$ cat config.mk
export PLATFORM = sky130hd
export DESIGN_NAME = rnd_sched
export DESIGN_NICKNAME = d
export VERILOG_FILES = /design/src/rtl/rnd_sched.sv
export SDC_FILE = /design/constraint.sdc
export NUM_CORES = 1
export LEC_CHECK = 0
export CORE_MARGIN = 3
export CORE_UTILIZATION = 35
export CTS_BUF_LIST = sky130_fd_sc_hd__clkbuf_4 sky130_fd_sc_hd__clkbuf_8
export DETAILED_ROUTE_END_ITERATION = 12
export GPL_TIMING_DRIVEN = 0
export PLACE_DENSITY = 0.57
export SLEW_MARGIN = 20
export SYNTH_ARGS = -nofsm -noshare
export SYNTH_HDL_FRONTEND = slang
export SYNTH_SLANG_ARGS = --single-unit
$ cat constraint.sdc
create_clock -name clk -period 6.35 [get_ports clk]
set_input_delay 1.905 -clock clk [delete_from_list [all_inputs] [get_ports clk]]
set_output_delay 1.905 -clock clk [all_outputs]
set_load 0.03 [all_outputs]
$ cat src/rtl/rnd_sched.sv
// Round-robin scheduler sharing one fixed-latency rounder between the adder (0) and
// multiplier (1) streams, with owner tagging and per-requester result FIFOs.
module rnd_sched #(
  parameter int OPW   = 78,
  parameter int RESW  = 78,
  parameter int LAT   = 2,
  parameter int DEPTH = 4
) (
  input  logic                clk,
  input  logic                reset,
  input  logic [1:0]          req_valid,
  input  logic [2*OPW-1:0]    req_op,
  output logic [1:0]          req_ready,
  output logic                rnd_issue,
  output logic [OPW-1:0]      rnd_op,
  input  logic [RESW-1:0]     rnd_res,
  output logic [1:0]          res_valid,
  output logic [2*RESW-1:0]   res_data,
  input  logic [1:0]          res_ready
);

  localparam int AW = $clog2(DEPTH);
  localparam int CW = AW + 1;
  localparam logic [CW-1:0] CRED_MAX = CW'(DEPTH);
  localparam logic [CW-1:0] CRED_ONE = CW'(1);
  localparam logic [AW:0]   PTR_ONE  = (AW + 1)'(1);

  logic [CW-1:0]   cred [2];
  logic            last;
  logic            rnd_owner;
  logic [1:0]      elig;
  logic [1:0]      grant;
  logic [1:0]      push;
  logic [1:0]      pop;
  logic [LAT-1:0]  tag_v;
  logic [LAT-1:0]  tag_o;
  logic [AW:0]     wr_ptr [2];
  logic [AW:0]     rd_ptr [2];
  logic [RESW-1:0] mem [2][DEPTH];

  // NOTE: every always_comb output gets a default first so no path leaves it
  // unassigned; otherwise synthesis infers a latch.
  always_comb begin
    elig  = '0;
    grant = '0;
    if (!reset) begin
      elig[0] = req_valid[0] && (cred[0] < CRED_MAX);
      elig[1] = req_valid[1] && (cred[1] < CRED_MAX);
    end
    case (elig)
      2'b01:   grant = 2'b01;
      2'b10:   grant = 2'b10;
      2'b11:   grant = last ? 2'b01 : 2'b10;
      default: grant = 2'b00;
    endcase
  end

  assign req_ready = grant;

  // NOTE: sequential state uses non-blocking assignments so every flop samples
  // pre-edge values regardless of statement order.
  always_ff @(posedge clk or posedge reset) begin
    if (reset) begin
      rnd_issue <= 1'b0;
      rnd_op    <= '0;
      rnd_owner <= 1'b0;
      last      <= 1'b1;
    end else begin
      rnd_issue <= |grant;
      if (|grant) begin
        rnd_op    <= grant[1] ? req_op[OPW +: OPW] : req_op[0 +: OPW];
        rnd_owner <= grant[1];
        last      <= grant[1];
      end
    end
  end

  // Stage 0 captures the op the rounder accepts this cycle; stage LAT-1 lines up with rnd_res.
  always_ff @(posedge clk or posedge reset) begin
    if (reset) begin
      tag_v <= '0;
      tag_o <= '0;
    end else begin
      tag_v[0] <= rnd_issue;
      tag_o[0] <= rnd_owner;
      for (int k = 1; k < LAT; k++) begin
        tag_v[k] <= tag_v[k-1];
        tag_o[k] <= tag_o[k-1];
      end
    end
  end

  assign push = {tag_v[LAT-1] & tag_o[LAT-1], tag_v[LAT-1] & ~tag_o[LAT-1]};
  assign pop  = res_valid & res_ready;

  // Credit is held from grant until the consumer pops, so in-flight ops always have a slot.
  always_ff @(posedge clk or posedge reset) begin
    if (reset) begin
      for (int i = 0; i < 2; i++) cred[i] <= '0;
    end else begin
      for (int i = 0; i < 2; i++) begin
        case ({grant[i], pop[i]})
          2'b10:   cred[i] <= cred[i] + CRED_ONE;
          2'b01:   cred[i] <= cred[i] - CRED_ONE;
          default: cred[i] <= cred[i];
        endcase
      end
    end
  end

  always_ff @(posedge clk or posedge reset) begin
    if (reset) begin
      for (int i = 0; i < 2; i++) begin
        wr_ptr[i] <= '0;
        rd_ptr[i] <= '0;
      end
    end else begin
      for (int i = 0; i < 2; i++) begin
        if (push[i]) wr_ptr[i] <= wr_ptr[i] + PTR_ONE;
        if (pop[i])  rd_ptr[i] <= rd_ptr[i] + PTR_ONE;
      end
    end
  end

  // NOTE: storage is not reset; the pointers define which entries are live and an
  // empty FIFO presents zero, so clearing the array would only cost reset fan-out.
  always_ff @(posedge clk) begin
    for (int i = 0; i < 2; i++) begin
      if (push[i]) mem[i][wr_ptr[i][AW-1:0]] <= rnd_res;
    end
  end

  always_comb begin
    res_valid = '0;
    res_data  = '0;
    for (int i = 0; i < 2; i++) begin
      res_valid[i] = (wr_ptr[i] != rd_ptr[i]);
      if (res_valid[i]) res_data[i*RESW +: RESW] = mem[i][rd_ptr[i][AW-1:0]];
    end
  end

endmodule
==> impl_metrics.ini, run 1 <==
[cells_and_area]
drive_gt1_share_pct = 19.0
syn_to_final_growth_pct = 31.3
stdcell_count = 3319
num-nets-final = 2408

[worst_setup_path]
arrival_ns = 4.09
timing.rr.end = cred[5]
required_ns = 4.45
critical_path.cell_chain = buf_2 > xor2_1 > nor3_4 > buf_16 > clkbuf_1 > nor2b_1 > clkdlybuf4s50_1
rrSetupSlack_ns = 3.86
crit_buf_inv = 4
path_max_fanout = 10
path_depth = 7
max_stage_delay_ns = 0.70
crit_end = res_data[117]
critPathCaptureType = output pin
path_class = register to output pin
crit_slowest_cell = clkdlybuf4s50_1
critPathLaunchType = register
r2r-start = rd_ptr[4]
r2r_cells = 9
critical_path.top_delay_family = buffers and inverters
startpoint = rd_ptr[1]

[detailed_routing]
firstDrtPassIters = 5
drt-initial-drc-count = 843
wl_per_cell_um = 24.5
vias_per_cell = 5.00
antenna_left = 0
drt-total-wl_um = 81300
vias = 16600
drc = 0

[logic_synthesis]
avgSynthCellArea_um2 = 18.7
syn_nets = 1792
synth_top_area_share_pct = 65.1
synth_edf_count = 624
synth_most_common_cell = edfxtp_1
async_reset_ff_share_pct = 14.2
synth_common_cells = edfxtp_1 (624), mux4_2 (156), nand3_1 (156)
yosys.area.top_type = edfxtp_1
synthCells = 1538
ys_ff_latch = 727
yosysWarnings = 0
syn_area_um2 = 28800
ys_seq_area_share_pct = 74.0
synthFlopType = edfxtp_1
ys_types = 39
ys_top_cells_by_area = edfxtp_1 (65%), mux4_2 (12%), dfrtp_1 (8.9%)

[timing]
clock.fmax_ghz = 0.167
setup_viol = 0
whs_ns = 0.347
clock_skew_ns = 0.0486
period_minus_slack_ns = 6.00
finalCritPeriodShare_pct = 94.5
timing.setup.tns_ns = 0
worst_slack_ns = 0.352
hold_viol_final = 0
grt_setup_unrepaired = false
finalMaxSlewViolations = 0
relSlewSlack_pct = 28.7
tightest_slew_ns = 1.07

[clock_network]
cts_hold_buf = 0
htreeDepth = 3
clock_latency_ns = 0.74
cts.clk_slew.worst_paths_ns = 0.06
clock-sinks = 727
cts_setup_buffers = 0
cts_root_buffer = clkbuf_8
post_cts_resized = 0
cts_max_path_buffers = 3
numCtsBuffers = 119
cts_tree = built

[global_routing]
grt_start_max_net_pins = 72
antenna_found_initial = 7
grt_pass1_wl_um = 119000
track_usage_pct = 18.9
grt_pass1_vias = 18000
grt_overflow = 0

[floorplanning]
die_x_um = 293
start_util_pct = 35.5
coreArea_um2 = 81100
dieHeight_um = 293
dieArea_um2 = 85800
placementRows = 104
pin_count = 479

[placed_design]
hpwl_um = 54800
globalplace.congestion = 0.825
port_buffers = 478
dp_slack_ns = 0.0528
place_inst = 3094

[hold_path]
hold_path.class = register to register
hold_start = tag_o[0]

[flow_run]
drv_cap = 0

[power_and_ir_drop]
leakage_nw = 12.8
p_total_mw = 19.4
power_density_nw_per_um2 = 512
ir_worst_vdd_mv = 0.251

[run_status]
status = complete, no violations
where the power goes:
| group | total, mW | switching, mW | internal [mW] |
|---|---|---|---|
| Sequential | 6.15 | 0.285 | 5.86 |
| Clock | 4.06 | 1.88 | 2.18 |
| Combinational | 9.16 | 5.42 | 3.74 |
area by class of cell:
cell class / instances / area (µm²)
antenna: 4 / 10.0
buffer: 93 / 498
clock buffer: 167 / 2010
clock inverter: 55 / 380
fill: 6999 / 43300
inverter: 90 / 343
multi-input combinational: 627 / 6670
sequential: 727 / 21300
tap: 1060 / 1330
timing repair buffer: 496 / 5250
state kept, by name (all words and copies together), names as in the netlist, 2 cells and up:
name,flops
cred,6
tag_o,2
wr_ptr,6
rnd_op,78
tag_v,2
mem,624
rd_ptr,6
per-stage QoR:
| step | cell area, µm² | util (%) |
|---|---|---|
| after floorplan | 28800 | - |
| after global placement | 34900 | 43.1 |
| after detailed placement | 35400 | 43.7 |
| after CTS | 37800 | 46.6 |
| after global routing | 37800 | 46.6 |
| final | 37800 | 46.6 |
cells in the final DEF (no fill, tap or decap), drive strengths merged, types with 2 or more instances in the layout:
master | Yosys | final
a21o | 2 | 2
a21oi | 2 | 2
and2 | 5 | 5
and3 | 4 | 4
buf | 44 | 62
bufinv | 0 | 3
clkbuf | 50 | 216
clkdlybuf4s50 | 0 | 478
clkinv | 0 | 47
dfrtp | 102 | 102
diode | 0 | 4
edfxtp | 624 | 624
fa | 2 | 2
ha | 12 | 12
inv | 90 | 94
mux2 | 3 | 3
mux4 | 156 | 156
nand2 | 3 | 3
nand2b | 4 | 4
nand3 | 156 | 156
nor2 | 3 | 3
nor2b | 157 | 157
nor3 | 2 | 2
nor3b | 4 | 4
nor4 | 2 | 2
o211ai | 78 | 78
o21ai | 4 | 4
o21bai | 2 | 2
o311ai | 2 | 2
o31ai | 2 | 2
xnor2 | 10 | 10
xor2 | 10 | 10
per-layer routing:
metal	vias up	GRT usage [%]	wire length, µm
met2	600	33.0	41300
met1	8606	23.0	31900
li1	7263	-	-
met3	126	5.28	6220
met5	-	0	12
met4	2	5.28	1840
logic make-up after synthesis:
| kind of cell | after synthesis | share of synthesized area [%] |
|---|---|---|
| DFF | 727 | 74.0 |
| and+or+nand+nor | 342 | 7.08 |
| buffers and inverters | 184 | 2.92 |
| muxes | 159 | 12.3 |
| AOI/OAI and AO/OA | 92 | 2.35 |
| xor gates and xnor gates | 20 | 0.660 |
| adders and majority gates | 14 | 0.660 |
worst min path at each step:
stage	endpoint	slack, ns	depth (start not counted)
after floorplan	tag_o[1]	0.33	0
after global placement	tag_o[1]	0.35	0
after detailed placement	tag_o[1]	0.33	0
after CTS	tag_o[1]	0.35	0
after global routing	tag_o[1]	0.36	0
final	tag_o[1]	0.35	0
No activity file was read; power rests on OpenSTA's default activity.
==> run 2, diff against run 1 <==
- CELL_PAD_IN_SITES_DETAIL_PLACEMENT: not set -> 0
- CELL_PAD_IN_SITES_GLOBAL_PLACEMENT: not set -> 1
- PLACE_DENSITY: 0.57 -> 0.65
==> run 2 against run 1 <==
Effect of this change:
- clock power is 2% higher
- clock skew hardly changed
- register-to-register slack worse by 0.03 ns
- sequential cell count stayed put
- count of clock-buffer cells in the layout is 16 lower
- worst setup slack worse by 0.10 ns
- cell count is 0.24% higher
- critical endpoint is now req_ready[1]
- critical path depth is 3 lower
- final area is 0.13% higher
==> impl_metrics.ini, run 2 (synthesis gave the netlist of run 1 again) <==
[floorplanning]
pin_count = 479
start_util_pct = 35.5
dieHeight_um = 293
placementRows = 104
die_x_um = 293
coreArea_um2 = 81100
dieArea_um2 = 85800

[global_routing]
grt_pass1_vias = 18000
grt_pass1_wl_um = 121000
track_usage_pct = 19.2
grt_overflow = 0
antenna_found_initial = 8
grt_start_max_net_pins = 62

[timing]
hold_viol_final = 0
setup_viol = 0
finalCritPeriodShare_pct = 96.1
period_minus_slack_ns = 6.10
worst_slack_ns = 0.249
clock.fmax_ghz = 0.164
clock_skew_ns = 0.0485
whs_ns = 0.361
relSlewSlack_pct = 31.7
grt_setup_unrepaired = false
finalMaxSlewViolations = 0
tightest_slew_ns = 1.02

[run_status]
status = complete, no violations

[placed_design]
globalplace.congestion = 0.854
port_buffers = 478
dp_slack_ns = -0.138
place_inst = 3093
hpwl_um = 55000

[worst_setup_path]
critPathCaptureType = output pin
required_ns = 4.45
critical_path.cell_chain = clkdlybuf4s50_1 > nor3b_2 > and2_1 > clkdlybuf4s50_1
crit_slowest_cell = clkdlybuf4s50_1
crit_buf_inv = 2
max_stage_delay_ns = 0.72
path_class = primary input to output pin
path_common_cell = clkdlybuf4s50_1
rrSetupSlack_ns = 3.83
path_max_fanout = 8
arrival_ns = 4.20
critPathLaunchType = primary input
critical_path.top_delay_family = buffers and inverters

[clock_network]
htreeDepth = 3
cts.clk_slew.worst_paths_ns = 0.06
numCtsBuffers = 121
cts_tree = built
cts_hold_buf = 0
cts_root_buffer = clkbuf_8
cts_max_path_buffers = 3
clock_latency_ns = 0.75
clock-sinks = 727
post_cts_resized = 0

[cells_and_area]
num-nets-final = 2409
final_common_cell = edfxtp_1
stdcell_count = 3327
largest_reg_flops = 624
final_cell_mix = edfxtp_1 (624), clkdlybuf4s50_1 (478), nand3_1 (156), mux4_2 (156), nor2b_1 (147)
syn_to_final_growth_pct = 31.4
drive_gt1_share_pct = 19.0

[detailed_routing]
vias = 16600
drt-total-wl_um = 81800
wl_per_cell_um = 24.6
drc = 0
vias_per_cell = 4.99
antenna_left = 0
firstDrtPassIters = 5
drt-initial-drc-count = 877

[hold_path]
hold_path.class = register to register

[flow_run]
drv_cap = 0

[power_and_ir_drop]
p_total_mw = 19.4
ir_worst_vdd_mv = 0.249
power_density_nw_per_um2 = 512
leakage_nw = 12.8
-- run 2: changes by cell type in the layout (fill, tap and decap cells not counted), sizes merged --
cell / previous run / this run
clkinv: 47 / 64
buf: 62 / 61
clkinvlp: 1 / 3
bufinv: 3 / 5
clkbuf: 216 / 200
diode: 4 / 8
-- run 2: path summary, 6_finish.rpt --
kind | startpoint | end | cells after the start
max | reset | req_ready[1] | 4
min | tag_o[0] | tag_o[1] | 0
max reg2reg | rd_ptr[4] | cred[5] | 9
max in group asynchronous | reset | rnd_op[66] | 3
min reg2reg | tag_o[0] | tag_o[1] | 0
min in group asynchronous | reset | tag_v[0] | 2
-- run 2: metrics by stage --
step,TNS [ns],util (%),cell area (µm²)
after floorplan,0,-,28800
final,0,46.7,37900
after global routing,0,46.7,37800
after global placement,-58.96,43.1,34900
after CTS,0,46.7,37800
after detailed placement,-0.138,43.6,35400
-- run 2: power by group --
| part | internal [mW] | total [mW] | switching [mW] |
|---|---|---|---|
| Sequential | 5.86 | 6.15 | 0.285 |
| Clock | 2.20 | 4.14 | 1.93 |
| Combinational | 3.72 | 9.10 | 5.39 |
| Total | 11.8 | 19.4 | 7.61 |
-- run 2: layer usage --
layer	global-route usage (%)	up-vias	share of wire [%]
met5	0	-	0.011
met4	4.92	2	2.3
met3	5.76	123	8.4
met2	33.4	657	51
met1	23.4	8567	38
li1	-	7267	-
-- run 2: final cells by class --
class                   instances  area, µm²
repair buffers                495       5220
flip-flops and latches        727      21300
inverters                      90        343
clock inverters                76        553
multi-input cells             627       6670
well taps                    1060       1330
fillers                      6955      43200
plain buffers                  93        498
clock buffers                 151       1900
diodes                          8       20.0
-- run 2: what timing repair did --
action                                  4_1_cts  5_1_grt
endpoints found under the setup margin        1        0
setup buffers                                 0        0
hold endpoints to repair                      0        0
==> run 3, diff against run 2 <==
- SLEW_MARGIN: 20 -> not set
==> run 3 against run 2 <==
Effect of this change:
- clock power fell by 4%
- non-clock buffer count fell by 8
- critical path depth stayed put
- total power down 0.99%
- register-to-register slack about the same
- maximum frequency about the same
- via count decreased by 0.12%
- cell count is 0.66% lower
- count of clock-buffer cells in the layout increased by 4
- die area is the same
- hold slack improved by 0.0037 ns
- sequential power is essentially flat
- critical endpoint unchanged
- highest routed layer is now met4
==> impl_metrics.ini, run 3 (synthesis gave the netlist of run 1 again) <==
[clock_network]
cts_hold_buf = 0
numCtsBuffers = 118
cts_tree = built
cts_setup_buffers = 0
cts.clk_slew.worst_paths_ns = 0.05
cts_root_buffer = clkbuf_8
htreeDepth = 3
clock-sinks = 727
clock_latency_ns = 0.73
cts_max_path_buffers = 3
post_cts_resized = 0

[detailed_routing]
drc = 0
drt-total-wl_um = 81700
wl_per_cell_um = 24.7
vias = 16600
drt-initial-drc-count = 945
vias_per_cell = 5.02
antenna_left = 0
firstDrtPassIters = 5

[worst_setup_path]
startpoint = reset
required_ns = 4.45
path_class = primary input to output pin
critPathLaunchType = primary input
r2r-start = rd_ptr[3]
arrival_ns = 4.20
critPathCaptureType = output pin
path_max_fanout = 8

[timing]
period_minus_slack_ns = 6.10
worst_slack_ns = 0.249
finalCritPeriodShare_pct = 96.1
setup_viol = 0
clock.fmax_ghz = 0.164
timing.setup.tns_ns = 0
tightest_slew_ns = 1.01
hold_viol_final = 0
clock_skew_ns = 0.0427
grt_setup_unrepaired = false
whs_ns = 0.364
finalMaxSlewViolations = 0
relSlewSlack_pct = 32.5

[floorplanning]
coreArea_um2 = 81100
dieHeight_um = 293
placementRows = 104
dieArea_um2 = 85800
pin_count = 479
start_util_pct = 35.5
die_x_um = 293

[placed_design]
hpwl_um = 54100
globalplace.congestion = 0.854
port_buffers = 478
place_area_um2 = 35200
dp_slack_ns = -0.136

[cells_and_area]
multi_input_area_um2 = 6670
regArea_um2 = 21300
final_cell_mix = edfxtp_1 (624), clkdlybuf4s50_1 (478), nand3_1 (156), mux4_2 (156), nor2b_1 (147)
syn_to_final_growth_pct = 30.2
final_util_pct = 46.3
num-nets-final = 2398
final_area_um2 = 37500
drive_gt1_share_pct = 18.6
fillCellCount = 7012
largest_reg_flops = 624
final_common_cell = edfxtp_1

[power_and_ir_drop]
ir_worst_vdd_mv = 0.272
power_density_nw_per_um2 = 512
leakage_nw = 12.6
swShare_pct = 39.4
internal_power_mw = 11.6
seqPwrFrac_pct = 32.1
switchingPower_mw = 7.56
combPwrFrac_pct = 47.3
pwr-share-clk_pct = 20.7

[global_routing]
grt_overflow = 0
grt_pass1_vias = 18000
antenna_found_initial = 5
grt_pass1_wl_um = 120000
grt_start_max_net_pins = 89
track_usage_pct = 19.0

[hold_path]
hold_path.class = register to register
hold_start = tag_o[0]

[flow_run]
drv_cap = 0

[run_status]
status = complete, no violations
-- run 3: area by class of cell --
cell class,instances,area share [%]
sequential,727,56.8
multi-input combinational,627,17.8
timing repair buffer,487,13.4
clock buffer,155,5.07
tap,1060,3.54
buffer,93,1.33
clock inverter,60,1.07
inverter,90,0.914
antenna,6,0.0400
-- run 3: power groups by stage --
stage / clock (mW) / combinational, mW / sequential, mW
final: 3.97 / 9.08 / 6.15
after CTS: 4.10 / 9.28 / 6.16
after global routing: 4.31 / 9.62 / 6.22
after floorplan: 0 / 4.82 / 6.67
after detailed placement: 0 / 9.26 / 6.24
after global placement: 0 / 9.16 / 6.28
-- run 3: worst paths after layout --
path,end,slack [ns],cells after the start
hold reg to reg,tag_o[1],0.36,0
max in group asynchronous,rnd_op[60],3.89,3
setup reg to reg,cred[5],3.84,9
setup / recovery,req_ready[1],0.25,4
hold / removal,tag_o[1],0.36,0
min in group asynchronous,rnd_issue,1.68,2
-- run 3: critical path, cell delays in order --
cell and delay (ns):
clkdlybuf4s50_1 0.60, nor3b_2 0.71, and2_1 0.25, clkdlybuf4s50_1 0.72
-- run 3: through the flow --
step           power, mW  instances
3_5_place_dp        15.5       3085
5_1_grt             20.1       3301
3_3_place_gp        15.4       3076
6_report            19.2       3305
4_1_cts             19.5       3299
2_1_floorplan       11.5       1538
-- run 3: layer usage --
metal  GRT usage (%)  share of wire (%)
met2            33.0                 51
met4            5.24                2.1
met5               0                  0
met3            5.45                7.9
met1            23.2                 39
